--- config.mk ---
export PLATFORM = sky130hd
export DESIGN_NAME = ps2_kbd_tx
export DESIGN_NICKNAME = d
export VERILOG_FILES = /design/src/rtl/ps2_pkg.sv /design/src/rtl/ps2_tx_fifo.sv /design/src/rtl/ps2_kbd_tx.sv
export SDC_FILE = /design/constraint.sdc
export NUM_CORES = 1
export LEC_CHECK = 0
export ABC_AREA = 0
export CAP_MARGIN = 0
export CORE_ASPECT_RATIO = 1.4
export CORE_MARGIN = 2
export CORE_UTILIZATION = 65
export DETAILED_ROUTE_END_ITERATION = 6
export PLACE_DENSITY = 0.91
export REMOVE_ABC_BUFFERS = 1
export SLEW_MARGIN = 40
export SYNTH_ARGS = -nofsm -noshare
export SYNTH_HDL_FRONTEND = slang
export SYNTH_SLANG_ARGS = --single-unit
--- constraint.sdc ---
create_clock -name clk -period 7.4 [get_ports clk]
set_input_delay 1.48 -clock clk [delete_from_list [all_inputs] [get_ports clk]]
set_output_delay 1.48 -clock clk [all_outputs]
set_load 0.02 [all_outputs]
--- src/rtl/ps2_pkg.sv ---
// Shared types and helpers for the PS/2 keyboard transmitter: FSM states,
// frame constants, odd parity and 11-bit frame assembly.
package ps2_pkg;

  typedef enum logic [2:0] {
    ST_IDLE,
    ST_LOAD,
    ST_BIT_HI,
    ST_BIT_LO,
    ST_GAP
  } ps2_state_e;

  localparam logic [7:0] PS2_BREAK_CODE = 8'hF0;
  localparam int         PS2_FRAME_BITS = 11;

  function automatic logic ps2_parity(input logic [7:0] code);
    return ~^code;
  endfunction

  // Bit 0 is the start bit, so shifting out from index 0 gives wire order.
  function automatic logic [PS2_FRAME_BITS-1:0] ps2_frame(input logic [7:0] code);
    return {1'b1, ps2_parity(code), code, 1'b0};
  endfunction

endpackage

--- src/rtl/ps2_tx_fifo.sv ---
// Synchronous FIFO with parameterized width and power-of-2 depth; the read
// data is the head entry, valid whenever empty is low.
module ps2_tx_fifo #(
  parameter int WIDTH = 8,
  parameter int DEPTH = 8
) (
  input  logic             clk,
  input  logic             rst,
  input  logic             wr_en,
  input  logic [WIDTH-1:0] wr_data,
  input  logic             rd_en,
  output logic [WIDTH-1:0] rd_data,
  output logic             full,
  output logic             empty
);

  localparam int AW = $clog2(DEPTH);
  localparam int CW = AW + 1;
  localparam logic [CW-1:0] FULL_CNT = CW'(DEPTH);

  logic [WIDTH-1:0] mem [DEPTH];
  logic [AW-1:0]    wr_ptr, rd_ptr;
  logic [CW-1:0]    count;
  logic             push, pop;

  assign full    = (count == FULL_CNT);
  assign empty   = (count == '0);
  assign push    = wr_en & ~full;
  assign pop     = rd_en & ~empty;
  assign rd_data = mem[rd_ptr];

  always_ff @(posedge clk) begin
    if (rst) begin
      wr_ptr <= '0;
      rd_ptr <= '0;
      count  <= '0;
    end else begin
      if (push) wr_ptr <= wr_ptr + 1'b1;
      if (pop)  rd_ptr <= rd_ptr + 1'b1;
      case ({push, pop})
        2'b10:   count <= count + 1'b1;
        2'b01:   count <= count - 1'b1;
        default: ;
      endcase
    end
  end

  always_ff @(posedge clk) begin
    if (push) mem[wr_ptr] <= wr_data;
  end

endmodule

--- src/rtl/ps2_kbd_tx.sv ---
// Device-side PS/2 keyboard transmitter: queues scancodes and serializes each
// as an 11-bit frame. Define PS2_TX_BREAK_EN to send release entries as F0+code.
module ps2_kbd_tx
  import ps2_pkg::*;
#(
  parameter int CLK_DIV    = 4,
  parameter int GAP_CYCLES = 8,
  parameter int FIFO_DEPTH = 8
) (
  input  logic       clk,
  input  logic       rst,
  input  logic       in_valid,
  output logic       in_ready,
  input  logic [7:0] in_code,
  input  logic       in_release,
  output logic       ps2_clk,
  output logic       ps2_data,
  output logic       busy,
  output logic       tx_done
);

`ifdef PS2_TX_BREAK_EN
  localparam int ENTRY_W = 9;
`else
  localparam int ENTRY_W = 8;
`endif
  localparam int CNT_MAX = (CLK_DIV > GAP_CYCLES) ? CLK_DIV : GAP_CYCLES;
  localparam int CNT_W   = $clog2(CNT_MAX);
  localparam logic [CNT_W-1:0] DIV_LAST = CNT_W'(CLK_DIV - 1);
  localparam logic [CNT_W-1:0] GAP_LAST = CNT_W'(GAP_CYCLES - 1);
  localparam logic [3:0]       IDX_LAST = 4'(PS2_FRAME_BITS - 1);

  logic [ENTRY_W-1:0] wr_entry, rd_entry;
  logic               fifo_full, fifo_empty, pop, pop_release;

`ifdef PS2_TX_BREAK_EN
  assign wr_entry    = {in_release, in_code};
  assign pop_release = rd_entry[8];
`else
  logic unused_release;
  assign wr_entry       = in_code;
  assign pop_release    = 1'b0;
  assign unused_release = in_release;
`endif

  ps2_tx_fifo #(
    .WIDTH (ENTRY_W),
    .DEPTH (FIFO_DEPTH)
  ) u_fifo (
    .clk     (clk),
    .rst     (rst),
    .wr_en   (in_valid),
    .wr_data (wr_entry),
    .rd_en   (pop),
    .rd_data (rd_entry),
    .full    (fifo_full),
    .empty   (fifo_empty)
  );

  ps2_state_e                state, state_d;
  logic [CNT_W-1:0]          cnt, cnt_d;
  logic [3:0]                idx, idx_d;
  logic [PS2_FRAME_BITS-1:0] frame_q, frame_d;
  logic [7:0]                code_q;
  // brk_q: popped entry still owes its F0 frame; hold_q: its code frame is next.
  logic                      brk_q, brk_d, hold_q, hold_d;
  logic                      ps2_clk_q, ps2_data_q, tx_done_q;
  logic                      ps2_clk_d, ps2_data_d, tx_done_d;

  always_ff @(posedge clk) begin
    if (rst) begin
      state      <= ST_IDLE;
      cnt        <= '0;
      idx        <= '0;
      brk_q      <= 1'b0;
      hold_q     <= 1'b0;
      ps2_clk_q  <= 1'b1;
      ps2_data_q <= 1'b1;
      tx_done_q  <= 1'b0;
    end else begin
      state      <= state_d;
      cnt        <= cnt_d;
      idx        <= idx_d;
      brk_q      <= brk_d;
      hold_q     <= hold_d;
      ps2_clk_q  <= ps2_clk_d;
      ps2_data_q <= ps2_data_d;
      tx_done_q  <= tx_done_d;
    end
  end

  always_ff @(posedge clk) begin
    frame_q <= frame_d;
    if (pop) code_q <= rd_entry[7:0];
  end

  always_comb begin
    state_d = state;
    cnt_d   = cnt;
    idx_d   = idx;
    frame_d = frame_q;
    brk_d   = brk_q;
    hold_d  = hold_q;
    pop     = 1'b0;
    case (state)
      ST_IDLE: begin
        if (hold_q) begin
          state_d = ST_LOAD;
        end else if (!fifo_empty) begin
          pop     = 1'b1;
          brk_d   = pop_release;
          state_d = ST_LOAD;
        end
      end
      ST_LOAD: begin
        frame_d = ps2_frame(brk_q ? PS2_BREAK_CODE : code_q);
        hold_d  = brk_q;
        brk_d   = 1'b0;
        idx_d   = '0;
        cnt_d   = '0;
        state_d = ST_BIT_HI;
      end
      ST_BIT_HI: begin
        if (cnt == DIV_LAST) begin
          cnt_d   = '0;
          state_d = ST_BIT_LO;
        end else begin
          cnt_d = cnt + 1'b1;
        end
      end
      ST_BIT_LO: begin
        if (cnt == DIV_LAST) begin
          cnt_d = '0;
          if (idx == IDX_LAST) begin
            state_d = ST_GAP;
          end else begin
            idx_d   = idx + 1'b1;
            state_d = ST_BIT_HI;
          end
        end else begin
          cnt_d = cnt + 1'b1;
        end
      end
      ST_GAP: begin
        if (cnt == GAP_LAST) begin
          cnt_d   = '0;
          state_d = ST_IDLE;
        end else begin
          cnt_d = cnt + 1'b1;
        end
      end
      default: state_d = ST_IDLE;
    endcase
  end

  // Outputs are decoded from the next state so the registered lines line up
  // with the state they belong to.
  always_comb begin
    ps2_clk_d  = (state_d != ST_BIT_LO);
    ps2_data_d = 1'b1;
    if (state_d == ST_BIT_HI || state_d == ST_BIT_LO) ps2_data_d = frame_d[idx_d];
    tx_done_d  = (state == ST_BIT_LO) && (state_d == ST_GAP);
  end

  assign ps2_clk  = ps2_clk_q;
  assign ps2_data = ps2_data_q;
  assign tx_done  = tx_done_q;
  assign in_ready = ~fifo_full;
  assign busy     = (state != ST_IDLE) | ~fifo_empty | hold_q;

endmodule
==> flow_summary.toml, run 1 <==
[timing]
final.setup.tns_ns = 0
slew_headroom_pct = 45.34
rsz0062_at_grt = "no"
period_minus_slack_ns = 3.449
finalCritPeriodShare_pct = 46.61
finalHoldViolations = 0
fmax_mhz = 289.9
skew_ns = 0.01305
maxSlewViolCount = 0
setup_viol = 0
worst_pin_slew_ns = 0.8188
whs_ns = 0.4607

[power]
power.share.sequential_pct = 49.7
power_density_mw_per_mm2 = 335.2
total_leakage_power_uw = 0.001705
p_clk_share_pct = 20.1
p_comb_share_pct = 30.2
ir_drop_uv = 198.7
p_int_uw = 1147
p_sw_uw = 512.5
p_sw_share_pct = 30.88

[clock_tree]
cts_tree = "built"
cts_root_buf = "clkbuf_8"
numClockSinks = 106
cts_made_buffers = 9
cts_setup_buffers = 0
h-tree-depth = 3
post_cts_resized = 0
hold_buffers = 0
clk_pin_slew_worst_paths_ns = 0.10
clock_path_buffers = 2
clk_latency_ns = 0.36

[floorplan]
dieHeight_um = 102.3
fp.dieArea_mm2 = 0.007599
ios = 17
rows = 35
core_mm2 = 0.006656
die_width_um = 74.25
initial_core_util_pct = 67.46

[hold_path]
hold_class = "register to register"

[job]
maxCapViolCount = 0

[worst_setup_path]
cp_max_fo = 5
worstPathArrival_ns = 1.97
path_class = "register to primary output"
cp-start-kind = "register"
end_kind = "primary output"
cpMaxStageDelayCell = "clkdlybuf4s50_1"
required_ns = 5.92
slowest_delay_ns = 0.56
path_cells = "nor4_1 > nand3_1 > clkdlybuf4s50_1"
r2r_setup_slack_ns = 4.36

[synthesis]
syn_area_mm2 = 0.004491
ys_types = 50
synth_mux_area_share_pct = 14.18
synthAdderAreaFrac_pct = 3.789
synth_seq_cells = 106
synth_top_family_by_area = "multiplexers"
syn_inst = 304
synth_xor_area_share_pct = 3.539
synth_compound_area_share_pct = 4.402
yosys_warnings = 0
seq_area_frac_synth_pct = 63.30
synth_simple_gate_area_share_pct = 8.944
synth_area_per_cell_um2 = 14.77

[grt]
grt_max_degree = 22
grt_overflow = 0
grt_usage_pct = 22.83
use_met3_pct = 3.254
gr-usage-met1_pct = 27.00
top_usage_layer = "met2"
grt_pass1_wl_um = 12420
met2_usage_pct = 41.00
antenna_found_initial = 0
grt_pass1_vias = 2522

[routing]
route.detailed.drc = 0
ant_nets = 0
wire_per_inst_um = 18.35
drt_iter0_drc = 103
viasPerCell = 5.879
first_pass_iters = 4
via_count = 2481
wirelength_um = 7745

[placement]
hpwl_um = 5359
placed_area_mm2 = 0.004760
port_buffers = 15
gp_congestion = 0.7918

[finish]
layout.cells.most_common = "edfxtp_1"
layout-drive-gt1-share_pct = 20.30
area_growth_pct = 10.23
stdcell_area_mm2 = 0.004950
final_cell_mix = "edfxtp_1, dfxtp_1, nor2_1"
fin_util_pct = 74.36
num_antenna_cells = 0
nNetsFinal = 350

[status]
status = "finished clean"
## metal layers
layer  up-vias  share of wire (%)
met5         -                  0
met4         0                1.1
met3         7                2.7
met2        48                 57
met1      1238                 39
li1       1188                  -
## stage by stage
step | power (uW) | cells | setup slack, ns
floorplan | 1195 | 293 | 4.401
global placement | 1300 | 406 | 3.756
detailed placement | 1346 | 406 | 3.686
CTS | 1675 | 422 | 3.922
global route | 1744 | 422 | 3.847
finish | 1659 | 422 | 3.951
## critical path: cells and delay by family (launching register included)
family | cells | cell delay, ns
flip-flops | 1 | 0.37
buffers and inverters | 1 | 0.56
AND/OR/NAND/NOR | 2 | 0.67
## power groups by stage
stage / Sequential (uW) / Combinational, uW / Clock (uW)
detailed placement: 839 / 508 / 0
global placement: 829 / 471 / 0
floorplan: 830 / 365 / 0
CTS: 825 / 509 / 341
finish: 824 / 502 / 333
global route: 836 / 548 / 360
## cell usage after synthesis, drive strengths merged
cell / count / area, um^2
nand3b: 2 / 15.01
nand3: 7 / 40.04
edfxtp: 72 / 2162
a31oi: 1 / 6.260
a22oi: 1 / 7.510
xor2: 6 / 52.55
nor3b: 1 / 7.510
mux2i: 4 / 40.04
o32a: 1 / 10.01
o22ai: 1 / 6.260
o41a: 1 / 11.26
or3: 1 / 6.260
o2bb2ai: 1 / 8.760
o21ai: 7 / 35.03
a311oi: 1 / 8.760
inv: 9 / 33.78
and3: 2 / 12.51
ha: 12 / 150.1
mux2: 19 / 214.0
dfxtp: 34 / 680.7
nor4: 3 / 18.77
clkbuf: 5 / 18.77
o211ai: 2 / 25.02
a21o: 2 / 15.01
a21oi: 8 / 40.04
mux4: 17 / 382.9
and2: 1 / 6.260
nand2: 16 / 60.06
nand2b: 4 / 25.02
fa: 1 / 20.02
and4bb: 1 / 12.51
and4b: 1 / 10.01
and4: 1 / 8.760
buf: 6 / 30.03
a32oi: 1 / 8.760
xnor2: 10 / 106.4
or2: 1 / 6.260
nor2: 25 / 96.35
nor2b: 3 / 21.27
o21a: 2 / 15.01
nor3: 11 / 55.05
## layout make-up
class	count	area (um^2)
repair buffers	21	195.2
flip-flops and latches	106	2843
fillers	429	1707
inverters	9	33.78
well taps	92	115.1
clock buffers	11	152.6
clock inverters	5	35.03
multi-input cells	178	1575
## final timing paths
path                   start         endpoint  cells after the start
max          u_fifo.count[0]             busy                      3
min              frame_q[10]      frame_q[10]                      1
max reg2reg         state[1]  u_fifo.count[3]                     10
min reg2reg      frame_q[10]      frame_q[10]                      1
## sequential cells by signal, summed over array words and instances, names as in the netlist
register	flops
cnt	3
code_q	8
frame_q	11
idx	4
ps2_clk	1
ps2_data	1
state	3
tx_done	1
u_fifo.count	4
u_fifo.mem	64
u_fifo.rd_ptr	3
u_fifo.wr_ptr	3
## kinds of logic (layout without fill, tap and decap cells)
logic type	Yosys count	in the layout
AO/OA/AOI/OAI	29	29
XOR/XNOR	16	16
adder cells (fa/ha/maj)	13	13
buffers and inverters	20	46
flip-flops	106	106
multiplexers	40	40
AND/OR/NAND/NOR	80	80
(Power assumes the default switching activity.)
==> inputs of run 2 (changes only) <==
--- a/config.mk
+++ b/config.mk
@@ -9,9 +9,9 @@
 export CAP_MARGIN = 0
 export CORE_ASPECT_RATIO = 1.4
 export CORE_MARGIN = 2
-export CORE_UTILIZATION = 65
+export CORE_UTILIZATION = 60
 export DETAILED_ROUTE_END_ITERATION = 6
-export PLACE_DENSITY = 0.91
+export PLACE_DENSITY = 0.86
 export REMOVE_ABC_BUFFERS = 1
 export SLEW_MARGIN = 40
 export SYNTH_ARGS = -nofsm -noshare
==> constraint.sdc (replaced) <==
create_clock -name clk -period 3.5 [get_ports clk]
set_input_delay 0.7 -clock clk [delete_from_list [all_inputs] [get_ports clk]]
set_output_delay 0.7 -clock clk [all_outputs]
set_load 0.02 [all_outputs]
==> flow_summary.toml, run 2 (synthesis results as in run 1) <==
[finish]
largest-register = "u_fifo.mem"
largest_register_ffs = 64
nNetsFinal = 355
num_antenna_cells = 0
area_growth_pct = 11.31
final_cell_mix = "edfxtp_1, dfxtp_1, nor2_1"
layout-drive-gt1-share_pct = 20.90
layout.cells.most_common = "edfxtp_1"
reg_top3 = "u_fifo.mem x64, frame_q x11, code_q x8"
fillerInstances = 518
stdcell_count = 432

[status]
status = "finished clean"

[clock_tree]
post_cts_resized = 0
numClockSinks = 106
cts_tree = "built"
hold_buffers = 0
clk_latency_ns = 0.37
h-tree-depth = 3
cts_root_buf = "clkbuf_8"
clk_pin_slew_worst_paths_ns = 0.11
cts_made_buffers = 9
cts_setup_buffers = 0
clock_path_buffers = 2

[floorplan]
die_width_um = 77.12
dieHeight_um = 106.4
fp.dieArea_mm2 = 0.008202
initial_core_util_pct = 61.39
rows = 37
core_mm2 = 0.007315
ios = 17

[grt]
grt_pass1_wl_um = 11950
antenna_found_initial = 0
grt_pass1_vias = 2511
grt_overflow = 0
grt_max_degree = 22
grt_usage_pct = 19.48

[routing]
first_pass_iters = 4
via_count = 2504
drt_iter0_drc = 86
wire_per_inst_um = 16.91
wirelength_um = 7304
viasPerCell = 5.796
ant_nets = 0
route.detailed.drc = 0

[hold_path]
hold_class = "register to register"
hold_start = "frame_q[10]"

[worst_setup_path]
worstPathArrival_ns = 3.05
cp_max_fo = 14
required_ns = 3.81
startpoint = "state[1]"
end_kind = "register"
rr_startpoint = "state[1]"
cp-start-kind = "register"
path_class = "register to register"

[timing]
finalHoldViolations = 0
setup_slack_ns = 0.7604
worst_pin_slew_ns = 0.7905
period_minus_slack_ns = 2.740
slew_headroom_pct = 47.23
fmax_mhz = 365.0
whs_ns = 0.4582
maxSlewViolCount = 0
setup_viol = 0
final.setup.tns_ns = 0
skew_ns = 0.01373
rsz0062_at_grt = "no"
finalCritPeriodShare_pct = 78.27

[placement]
pre_cts_ws_ns = 0.5958
gp_congestion = 0.7814
port_buffers = 15
dp_cells = 416
hpwl_um = 5016

[power]
p_int_uw = 2418
ir_drop_uv = 459.8
p_clk_share_pct = 20.8
p_sw_share_pct = 31.46
power.share.sequential_pct = 49.2
p_comb_share_pct = 30.0
power_density_mw_per_mm2 = 705.8
total_leakage_power_uw = 0.001743
p_sw_uw = 1110

[job]
maxCapViolCount = 0
run 2: cell types whose count changed in the layout (fill, tap and decap cells not counted), moves of 2 or more:
cell | previous run | this run
buf_4 | 6 | 11
clkinvlp_4 | 2 | 0
inv_8 | 0 | 3
nor2_1 | 20 | 23
nor2_2 | 5 | 2
run 2: worst paths after layout:
| check | end | slack (ns) | depth (start not counted) |
|---|---|---|---|
| setup / recovery | u_fifo.count[3] | 0.76 | 11 |
| hold / removal | frame_q[10] | 0.46 | 1 |
| setup reg to reg | u_fifo.count[3] | 0.76 | 11 |
| hold reg to reg | frame_q[10] | 0.46 | 1 |
run 2: cell type report:
class	count	area [um^2]	area share, %
Clock buffer	9	123.9	2.478
Clock inverter	7	76.32	1.527
Inverter	9	33.78	0.6758
Multi-Input combinational cell	178	1568	31.36
Sequential cell	106	2843	56.87
Tap cell	97	121.4	2.428
Timing Repair Buffer	26	232.7	4.656
run 2: metal layers:
metal	up-vias	part of all wire [%]	global-route usage (%)
met5	-	0	0
met4	0	2.6	9.566
met3	19	3.4	3.650
met2	55	54	34.34
met1	1228	40	22.83
li1	1202	-	-
run 2: metrics by stage:
step	power [uW]	util, %	area (um^2)
after floorplan	2526	-	4442
after global placement	2776	65.57	4796
after detailed placement	2829	65.57	4796
after CTS	3563	68.30	4996
after global routing	3733	68.34	4999
final	3528	68.34	4999
run 2: worst max-delay path, stage by stage (launching register included):
cell     delay [ns]
dfxtp_1        0.65
nor2_1         0.20
nand2_1        0.15
nor2_1         0.05
buf_4          0.21
ha_1           0.25
ha_1           0.27
a21o_1         0.18
a21oi_1        0.18
xnor2_1        0.09
or3_1          0.31
a21oi_1        0.14
run 2: power groups by stage:
stage               logic (uW)  registers (uW)  clock network (uW)
floorplan                  771            1760                   0
global placement          1020            1750                   0
detailed placement        1060            1770                   0
CTS                       1070            1740                 756
global route              1170            1760                 803
finish                    1060            1730                 736
